**config.mk**
```make
export PLATFORM = sky130hd
export DESIGN_NAME = cmd_encoder_rr
export DESIGN_NICKNAME = d
export VERILOG_FILES = /design/src/rtl/cmd_encoder_rr.sv
export SDC_FILE = /design/constraint.sdc
export NUM_CORES = 1
export LEC_CHECK = 0
export ABC_AREA = 1
export ABC_CLOCK_PERIOD_IN_PS = 10000
export CELL_PAD_IN_SITES_DETAIL_PLACEMENT = 0
export CELL_PAD_IN_SITES_GLOBAL_PLACEMENT = 1
export CORE_MARGIN = 1
export CORE_UTILIZATION = 36
export DETAILED_ROUTE_END_ITERATION = 6
export PLACE_DENSITY = 0.89
export SLEW_MARGIN = 25
export SYNTH_ARGS = -nofsm -noshare
export SYNTH_HDL_FRONTEND = slang
export SYNTH_SLANG_ARGS = --single-unit
export TNS_END_PERCENT = 30
```
**constraint.sdc**
```tcl
create_clock -name clk -period 10 [get_ports clk]
set_clock_uncertainty 0.05 [all_clocks]
set_input_delay 2 -clock clk [delete_from_list [all_inputs] [get_ports clk]]
set_output_delay 2 -clock clk [all_outputs]
set_load 0.05 [all_outputs]
```
**src/rtl/cmd_encoder_rr.sv**
```systemverilog
// cmd_encoder_rr: round-robin packet framer (prefix, addr, source id, length, payload, check byte)
// over a valid/ready byte stream with selectable sum or CRC-8 check byte.
module cmd_encoder_rr #(
  parameter int N_SRC = 4,
  parameter logic [7:0] PREFIX = 8'hAA,
  parameter logic [7:0] ADDR = 8'h01,
  parameter int CHK_MODE = 0,
  localparam int SRC_W = N_SRC > 1 ? $clog2(N_SRC) : 1
) (
  input  logic               clk,
  input  logic               n_rst,
  input  logic [N_SRC-1:0]   src_en,
  input  logic [N_SRC-1:0]   have_msg_bus,
  input  logic [8*N_SRC-1:0] len_bus,
  input  logic [8*N_SRC-1:0] data_bus,
  output logic [N_SRC-1:0]   rdreq_bus,
  output logic [7:0]         tx_data,
  output logic               tx_valid,
  input  logic               tx_ready,
  output logic               busy,
  output logic [SRC_W-1:0]   cur_src,
  output logic               pkt_done
);
  typedef enum logic [2:0] {IDLE, PRE, ADR, SID, LEN, DAT, CHK} state_t;
  state_t state;
  logic [SRC_W-1:0] ptr, grant;
  logic [7:0] len, cnt, chk, head;
  logic any, xfer;

  function automatic logic [7:0] upd(input logic [7:0] c, input logic [7:0] b);
    logic [7:0] r;
    r = c ^ b;
    for (int i = 0; i < 8; i++) r = r[7] ? {r[6:0], 1'b0} ^ 8'h07 : {r[6:0], 1'b0};
    return CHK_MODE != 0 ? r : c + b;
  endfunction

  // Pick the eligible source with the smallest distance past the last grant.
  always_comb begin
    int d, best;
    any = 1'b0;
    grant = ptr;
    best = N_SRC;
    d = 0;
    for (int i = 0; i < N_SRC; i++) begin
      d = i - int'(ptr) - 1;
      if (d < 0) d += N_SRC;
      if (have_msg_bus[i] && src_en[i] && d < best) begin
        best = d;
        grant = SRC_W'(i);
        any = 1'b1;
      end
    end
  end

  assign head = data_bus[8*cur_src +: 8];
  assign tx_valid = state != IDLE;
  assign busy = tx_valid;
  assign xfer = tx_valid & tx_ready;
  assign pkt_done = xfer && state == CHK;
  assign rdreq_bus = (xfer && state == DAT) ? N_SRC'(1) << cur_src : '0;
  assign tx_data = state == PRE ? PREFIX :
                   state == ADR ? ADDR :
                   state == SID ? 8'(cur_src) :
                   state == LEN ? len :
                   state == DAT ? head :
                   state == CHK ? chk : 8'h00;

  always_ff @(posedge clk or negedge n_rst)
    if (!n_rst) begin
      state <= IDLE;
      ptr <= '0;
      cur_src <= '0;
      len <= '0;
      cnt <= '0;
      chk <= '0;
    end else
      case (state)
        IDLE: if (any) begin
          cur_src <= grant;
          len <= len_bus[8*grant +: 8];
          chk <= '0;
          cnt <= '0;
          state <= PRE;
        end
        PRE: if (xfer) state <= ADR;
        ADR: if (xfer) state <= SID;
        SID: if (xfer) state <= LEN;
        LEN: if (xfer) state <= len != 8'd0 ? DAT : CHK;
        DAT: if (xfer) begin
          chk <= upd(chk, head);
          cnt <= cnt + 8'd1;
          if (cnt == len - 8'd1) state <= CHK;
        end
        CHK: if (xfer) begin
          ptr <= cur_src;
          state <= IDLE;
        end
        default: state <= IDLE;
      endcase
endmodule

```
==> impl_metrics.sql, run 1 <==
INSERT INTO impl_metrics (metric_group, metric, value, unit) VALUES
('global_routing', 'layer_carrying_the_most_global_route_usage', 'met2', ''),
('place', 'numPlacedInstances', '668', ''),
('clock_network', 'cts.hold.buffers_added', '0', ''),
('floorplan', 'die_h', '95.7', 'µm'),
('global_routing', 'global_route.usage.total', '0.196', ''),
('synthesis', 'async_reset_ff_frac', '1.00', ''),
('synthesis', 'synthDominantAreaCellType', 'sky130_fd_sc_hd__dfrtp_1', ''),
('routing', 'route.antenna.remaining_nets', '0', ''),
('cells_and_area', 'seq_area', '776', 'µm²'),
('global_routing', 'grt_antenna_before_repair', '0', ''),
('cells_and_area', 'non_filler_cells_in_the_finished_layout', '676', ''),
('synthesis', 'synth_top_area_frac', '0.245', ''),
('timing', 'setup_tns', '0', 'ns'),
('clock_network', 'cts.reportedPaths.clkPinSlew', '0.07', 'ns'),
('synthesis', 'ys.warnings.count', '0', ''),
('synthesis', 'synth_nets', '576', ''),
('timing', 'rsz0062_at_grt', 'no', ''),
('critical_path', 'setup.worst_path.end_class', 'primary output', ''),
('critical_path', 'crit_type', 'in -> out', ''),
('synthesis', 'ys_top_cells_by_count', 'sky130_fd_sc_hd__nand2_1, sky130_fd_sc_hd__inv_1, sky130_fd_sc_hd__nand3_1', ''),
('routing', 'num_vias', '3341', ''),
('power_and_ir_drop', 'cellPowerDensity', '301', 'nW/µm²'),
('critical_path', 'setup.worst_path.start_class', 'input pin', ''),
('synthesis', 'netlist_instances', '481', ''),
('global_routing', 'overflow', '0', ''),
('power_and_ir_drop', 'p_leak', '0.00208', 'µW'),
('worst_hold_path', 'min_delay_path_depth', '2', ''),
('synthesis', 'synth_seq_cells', '31', ''),
('cells_and_area', 'multiInputGateArea', '2030', 'µm²'),
('timing', 'report.final.slew_viol_count', '0', ''),
('place', 'dp.final_hpwl', '6710', 'µm'),
('routing', 'routed_wl', '8460', 'µm'),
('global_routing', 'grt_max_degree', '32', ''),
('global_routing', 'wire_length_of_the_first_global_routing_pass', '14100', 'µm'),
('synthesis', 'synth.yosys.seq_area_share', '0.245', ''),
('place', 'preCtsSetupSlack', '4.13', 'ns'),
('cells_and_area', 'area.growth.synth_to_final', '34.7', '%'),
('clock_network', 'tritoncts', 'yes', ''),
('timing', 'hold_violations', '0', ''),
('synthesis', 'top_flip_flop_cell_by_instance_count_after_synthesis', 'sky130_fd_sc_hd__dfrtp_1', ''),
('synthesis', 'yosys-top-cells-area', 'sky130_fd_sc_hd__dfrtp_1, sky130_fd_sc_hd__nand2_1, sky130_fd_sc_hd__inv_1, sky130_fd_sc_hd__ha_1, sky130_fd_sc_hd__nand3_1', ''),
('floorplan', 'die_area', '9160', 'µm²'),
('cells_and_area', 'antenna_diode_instance_count', '0', ''),
('routing', 'remaining_drc_errors', '0', ''),
('global_routing', 'grt_pass1_vias', '3139', ''),
('floorplan', 'core_area', '8340', 'µm²'),
('critical_path', 'worst_path_required_time', '7.95', 'ns'),
('timing', 'finalCriticalPeriod', '5.85', 'ns'),
('cells_and_area', 'layout-drive-gt1-share', '0.0788', ''),
('routing', 'first_pass_iters', '5', ''),
('cells_and_area', 'finish.instance_area', '4260', 'µm²'),
('status', 'run_status', 'complete, no violations', ''),
('clock_network', 'ctsRootBufferMaster', 'sky130_fd_sc_hd__clkbuf_8', ''),
('place', 'gp_routability_congestion', '0.830', ''),
('clock_network', 'clock_tree.buffer_depth', '2', ''),
('timing', 'min_period_over_period', '0.585', ''),
('clock_network', 'clk-insertion-delay-late', '0.28', 'ns'),
('worst_hold_path', 'worstHoldPathType', 'reg -> reg', ''),
('global_routing', 'global_route.usage.met1', '0.250', ''),
('floorplan', 'floorplan.initialDensity', '0.379', ''),
('cells_and_area', 'nFillCells', '835', ''),
('timing', 'clock.fmax', '171', 'MHz'),
('cells_and_area', 'finish.net_count', '665', ''),
('floorplan', 'die_w', '95.7', 'µm'),
('clock_network', 'cts_resized', '0', ''),
('timing', 'finalSetupViolations', '0', ''),
('synthesis', 'distinct_cells_synth', '41', ''),
('clock_network', 'cts_sinks', '31', ''),
('power_and_ir_drop', 'power.ir.vdd_worst', '0.0801', 'mV'),
('place', 'placed_area', '4140', 'µm²'),
('routing', 'drt_iter0_drc', '161', '');
## power by group
group / switching (µW) / internal, µW / leakage [µW]
clock: 48.8 / 80.6 / 0.0000612
combinational: 601 / 329 / 0.00161
sequential: 55.1 / 169 / 0.000407
## kinds of logic (layout without fill, tap and decap cells)
group	Yosys count	count (layout)	share of synthesized area
fa+ha+maj	20	20	0.0815
compound gates	61	61	0.135
buf+inv	86	176	0.114
flops	31	31	0.245
xor+xnor	21	21	0.0582
simple gates	262	262	0.366
## flip-flops by register name, summed over array words and instances (netlist names)
signal   cells
cnt          8
len          8
cur_src      2
chk          8
state        3
ptr          2
## final timing paths
check	slack [ns]	to	start
setup / recovery	4.15	tx_data[1]	data_bus[1]
hold / removal	0.45	len[1]$_DFFE_PN0P_	len[1]$_DFFE_PN0P_
setup reg to reg	5.98	cnt[3]$_DFFE_PN0P_	ptr[0]$_DFFE_PN0P_
hold reg to reg	0.45	len[1]$_DFFE_PN0P_	len[1]$_DFFE_PN0P_
max in group asynchronous	7.53	chk[4]$_DFFE_PN0P_	n_rst
min in group asynchronous	2.05	chk[1]$_DFFE_PN0P_	n_rst
## cells in the final DEF (no fill, tap or decap), types with 5 or more instances in the layout
cell type,count
sky130_fd_sc_hd__nand2_1,152
sky130_fd_sc_hd__clkdlybuf4s50_1,91
sky130_fd_sc_hd__inv_1,70
sky130_fd_sc_hd__nand3_1,43
sky130_fd_sc_hd__nor2_1,34
sky130_fd_sc_hd__dfrtp_1,31
sky130_fd_sc_hd__ha_1,19
sky130_fd_sc_hd__a22oi_1,16
sky130_fd_sc_hd__xor2_1,14
sky130_fd_sc_hd__o21ai_0,13
sky130_fd_sc_hd__nor3_1,10
sky130_fd_sc_hd__o21ai_2,10
sky130_fd_sc_hd__nand2_2,7
sky130_fd_sc_hd__xnor2_1,7
sky130_fd_sc_hd__clkbuf_8,6
sky130_fd_sc_hd__a21oi_1,5
sky130_fd_sc_hd__nand2_4,5
sky130_fd_sc_hd__o21ai_1,5
## per-layer routing
metal  part of all wire  wire (µm)
met2               0.48       4040
met1               0.46       3880
met3              0.057        485
met5                  0          0
met4             0.0057         48
## layout make-up
type,instances,share of cell area
multi-input cells,364,0.476
repair buffers,93,0.217
flip-flops and latches,31,0.182
inverters,75,0.0664
well taps,105,0.0308
clock buffers,6,0.0194
clock inverters,2,0.00822
## stage by stage
step	hold slack (ns)	total power [µW]
6_report	0.446	1280
5_1_grt	0.483	1420
4_1_cts	0.450	1300
3_5_place_dp	0.431	1160
3_3_place_gp	0.419	1140
2_1_floorplan	0.399	945
## critical path, cell delays in order
cell and delay (ns):
sky130_fd_sc_hd__clkdlybuf4s50_1 0.45, sky130_fd_sc_hd__a22oi_1 0.08, sky130_fd_sc_hd__nand2_1 0.17, sky130_fd_sc_hd__nand2_1 0.06, sky130_fd_sc_hd__o21ai_0 0.08, sky130_fd_sc_hd__o22ai_1 0.09, sky130_fd_sc_hd__nand2_1 0.06, sky130_fd_sc_hd__clkdlybuf4s50_1 0.81
No activity file was read; power rests on OpenSTA's default activity.
==> run 2, diff against run 1 <==
--- a/config.mk
+++ b/config.mk
@@ -6,13 +6,13 @@
 export NUM_CORES = 1
 export LEC_CHECK = 0
 export ABC_AREA = 1
-export ABC_CLOCK_PERIOD_IN_PS = 10000
+export ABC_CLOCK_PERIOD_IN_PS = 5230
 export CELL_PAD_IN_SITES_DETAIL_PLACEMENT = 0
 export CELL_PAD_IN_SITES_GLOBAL_PLACEMENT = 1
 export CORE_MARGIN = 1
-export CORE_UTILIZATION = 36
+export CORE_UTILIZATION = 30
 export DETAILED_ROUTE_END_ITERATION = 6
-export PLACE_DENSITY = 0.89
+export PLACE_DENSITY = 0.79
 export SLEW_MARGIN = 25
 export SYNTH_ARGS = -nofsm -noshare
 export SYNTH_HDL_FRONTEND = slang
==> constraint.sdc (replaced) <==
create_clock -name clk -period 5.23 [get_ports clk]
set_clock_uncertainty 0.05 [all_clocks]
set_input_delay 1.046 -clock clk [delete_from_list [all_inputs] [get_ports clk]]
set_output_delay 1.046 -clock clk [all_outputs]
set_load 0.05 [all_outputs]
==> run 2 against run 1 <==
  * Routed wire length rose by 3.9%
  * Sequential share of layout area barely moved
  * Combinational power rose by 91%
  * Count of clock-buffer cells in the layout rose by 1
  * Non-clock buffer count did not move
==> impl_metrics.sql, run 2 (synthesis results as in run 1) <==
INSERT INTO impl_metrics (metric_group, metric, value, unit) VALUES
('worst_hold_path', 'whs_endpoint', 'len[1]$_DFFE_PN0P_', ''),
('clock_network', 'cts_resized', '0', ''),
('floorplan', 'die_w', '105', 'µm'),
('routing', 'first_pass_iters', '6', ''),
('place', 'numPlacedInstances', '699', ''),
('global_routing', 'global_route.usage.total', '0.169', ''),
('critical_path', 'setup.worst_path.start_class', 'input pin', ''),
('clock_network', 'clock_tree.buffer_depth', '2', ''),
('critical_path', 'setup.worst_path.end_class', 'register', ''),
('cells_and_area', 'area.growth.synth_to_final', '34.8', '%'),
('cells_and_area', 'antenna_diode_instance_count', '0', ''),
('timing', 'min_period_over_period', '0.799', ''),
('clock_network', 'cts_buffers', '5', ''),
('place', 'dp.final_hpwl', '7050', 'µm'),
('power_and_ir_drop', 'pwr-share-seq', '0.179', ''),
('global_routing', 'overflow', '0', ''),
('critical_path', 'timing.critical_path.max_delay_family', 'simple AND/OR/NAND/NOR gates', ''),
('power_and_ir_drop', 'p_leak', '0.00206', 'µW'),
('clock_network', 'clk-insertion-delay-late', '0.29', 'ns'),
('timing', 'worst_pin_slew', '0.589', 'ns'),
('floorplan', 'io_pins', '92', ''),
('power_and_ir_drop', 'cellPowerDensity', '563', 'nW/µm²'),
('global_routing', 'wire_length_of_the_first_global_routing_pass', '15200', 'µm'),
('clock_network', 'cts.hold.buffers_added', '0', ''),
('floorplan', 'std_cell_rows', '37', ''),
('routing', 'route.antenna.remaining_nets', '0', ''),
('timing', 'rsz0062_at_grt', 'no', ''),
('timing', 'report.final.slew_viol_count', '0', ''),
('critical_path', 'critical_path_arrival', '4.30', 'ns'),
('worst_hold_path', 'min_delay_path_depth', '2', ''),
('global_routing', 'grt_pass1_vias', '3277', ''),
('power_and_ir_drop', 'power.ir.vdd_worst', '0.159', 'mV'),
('routing', 'wl_per_cell', '12.4', 'µm'),
('clock_network', 'ctsRootBufferMaster', 'sky130_fd_sc_hd__clkbuf_8', ''),
('cells_and_area', 'non_filler_cells_in_the_finished_layout', '707', ''),
('timing', 'finalCriticalPeriod', '4.18', 'ns'),
('worst_hold_path', 'hold_start', 'len[1]$_DFFE_PN0P_', ''),
('critical_path', 'critPathMaxFanout', '25', ''),
('global_routing', 'grt_max_degree', '32', ''),
('cells_and_area', 'multiInputGateArea', '2030', 'µm²'),
('routing', 'remaining_drc_errors', '0', ''),
('critical_path', 'r2r_start', 'ptr[0]$_DFFE_PN0P_', ''),
('power_and_ir_drop', 'total_switching_power', '1350', 'µW'),
('timing', 'setup_tns', '0', 'ns'),
('clock_network', 'tritoncts', 'yes', ''),
('cells_and_area', 'reg_top3', 'chk: 8 flops, cnt: 8 flops, len: 8 flops', ''),
('power_and_ir_drop', 'switching_share', '0.565', ''),
('timing', 'clock.fmax', '239', 'MHz'),
('place', 'port_buffers', '91', ''),
('critical_path', 'critical_path_depth', '26', ''),
('clock_network', 'cts.repair_timing.setup_buffer_count', '0', ''),
('cells_and_area', 'nFillCells', '1102', ''),
('cells_and_area', 'layout.cells.most_common_list', 'sky130_fd_sc_hd__nand2_1, sky130_fd_sc_hd__clkdlybuf4s50_1, sky130_fd_sc_hd__inv_1', ''),
('clock_network', 'cts.reportedPaths.clkPinSlew', '0.06', 'ns'),
('clock_network', 'cts_sinks', '31', ''),
('floorplan', 'die_area', '11000', 'µm²'),
('critical_path', 'worst_path_required_time', '5.35', 'ns'),
('worst_hold_path', 'worstHoldPathType', 'reg -> reg', ''),
('timing', 'finalSetupViolations', '0', ''),
('critical_path', 'path_buf_inv', '3', ''),
('critical_path', 'worst_r2r_path_depth', '26', ''),
('cells_and_area', 'finalCoreUtilization', '0.415', ''),
('place', 'gp_routability_congestion', '0.816', ''),
('cells_and_area', 'layout-drive-gt1-share', '0.0753', ''),
('run', 'maxCapViolCount', '0', ''),
('cells_and_area', 'seq_area', '776', 'µm²'),
('timing', 'hold_violations', '0', ''),
('routing', 'num_vias', '3277', ''),
('cells_and_area', 'finish.net_count', '665', ''),
('clock_network', 'ctsHtreeMaxLevel', '2', ''),
('status', 'run_status', 'complete, no violations', ''),
('global_routing', 'grt_antenna_before_repair', '0', ''),
('power_and_ir_drop', 'power_frac_comb', '0.744', ''),
('critical_path', 'crit_type', 'in -> reg', ''),
('power_and_ir_drop', 'p_int', '1040', 'µW'),
('critical_path', 'crit_path_most_repeated_cell', 'sky130_fd_sc_hd__nand2_1', ''),
('routing', 'drt_iter0_drc', '183', ''),
('floorplan', 'core_area', '10300', 'µm²'),
('routing', 'routed_wl', '8790', 'µm'),
('critical_path', 'capture_point_of_the_worst_reg_to_reg_path', 'cnt[3]$_DFFE_PN0P_', ''),
('floorplan', 'floorplan.initialDensity', '0.308', ''),
('critical_path', 'rrSetupSlack', '1.34', 'ns'),
('power_and_ir_drop', 'clock_power_share', '0.077', ''),
('timing', 'slew_headroom', '0.604', ''),
('power_and_ir_drop', 'power', '2400', 'µW'),
('floorplan', 'die_h', '105', 'µm'),
('routing', 'drt-vias-per-instance', '4.64', ''),
('critical_path', 'critical_path.slowest_cell', 'sky130_fd_sc_hd__clkdlybuf4s50_1', ''),
('cells_and_area', 'mostFrequentLayoutCell', 'sky130_fd_sc_hd__nand2_1', ''),
('critical_path', 'timing.critical_path.slowest_cell_delay', '0.47', 'ns');
run 2: cell types whose count changed in the layout (fill, tap and decap cells not counted):
cell | previous run | this run
sky130_fd_sc_hd__clkbuf_1 | 0 | 2
sky130_fd_sc_hd__clkbuf_8 | 6 | 5
sky130_fd_sc_hd__bufinv_16 | 1 | 0
run 2: worst min-delay path, delay by kind of cell, from the launching register on:
family,cells,cell delay (ns)
DFF,1,0.36
and+or+nand+nor,2,0.12
run 2: final cells by class:
class                           count  area share
Timing Repair Buffer               93       0.217
Sequential cell                    31       0.182
Clock buffer                        7      0.0179
Inverter                           75      0.0663
Multi-Input combinational cell    364       0.475
Tap cell                          136      0.0399
Clock inverter                      1     0.00117
run 2: worst max path at each step:
stage	from	end	slack, ns
detailed placement	have_msg_bus[0]	cnt[2]$_DFFE_PN0P_	0.73
finish	have_msg_bus[0]	cnt[3]$_DFFE_PN0P_	1.05
global route	have_msg_bus[0]	cnt[3]$_DFFE_PN0P_	0.65
floorplan	have_msg_bus[0]	cnt[4]$_DFFE_PN0P_	1.79
CTS	have_msg_bus[0]	cnt[3]$_DFFE_PN0P_	1.04
global placement	have_msg_bus[0]	cnt[3]$_DFFE_PN0P_	0.80
run 2: per-layer routing:
layer	wire length, µm	global-route usage	vias up
li1	-	-	1717
met1	4050	0.220	1464
met2	4120	0.289	86
met3	485	0.0250	10
met4	121	0.0433	0
met5	0	0	-
run 2: power groups by stage:
stage / Sequential (µW) / Clock [µW] / Combinational [µW]
after floorplan: 411 / 0 / 1400
after global placement: 435 / 0 / 1780
after detailed placement: 434 / 0 / 1790
after CTS: 431 / 193 / 1800
after global routing: 447 / 204 / 2040
final: 430 / 185 / 1780
run 2: metrics by stage:
step,instance area (µm²),worst slack [ns],hold WS (ns)
after floorplan,3160,1.79,0.399
after global placement,4180,0.796,0.419
after detailed placement,4180,0.731,0.447
after CTS,4260,1.04,0.463
after global routing,4260,0.652,0.477
final,4260,1.05,0.463
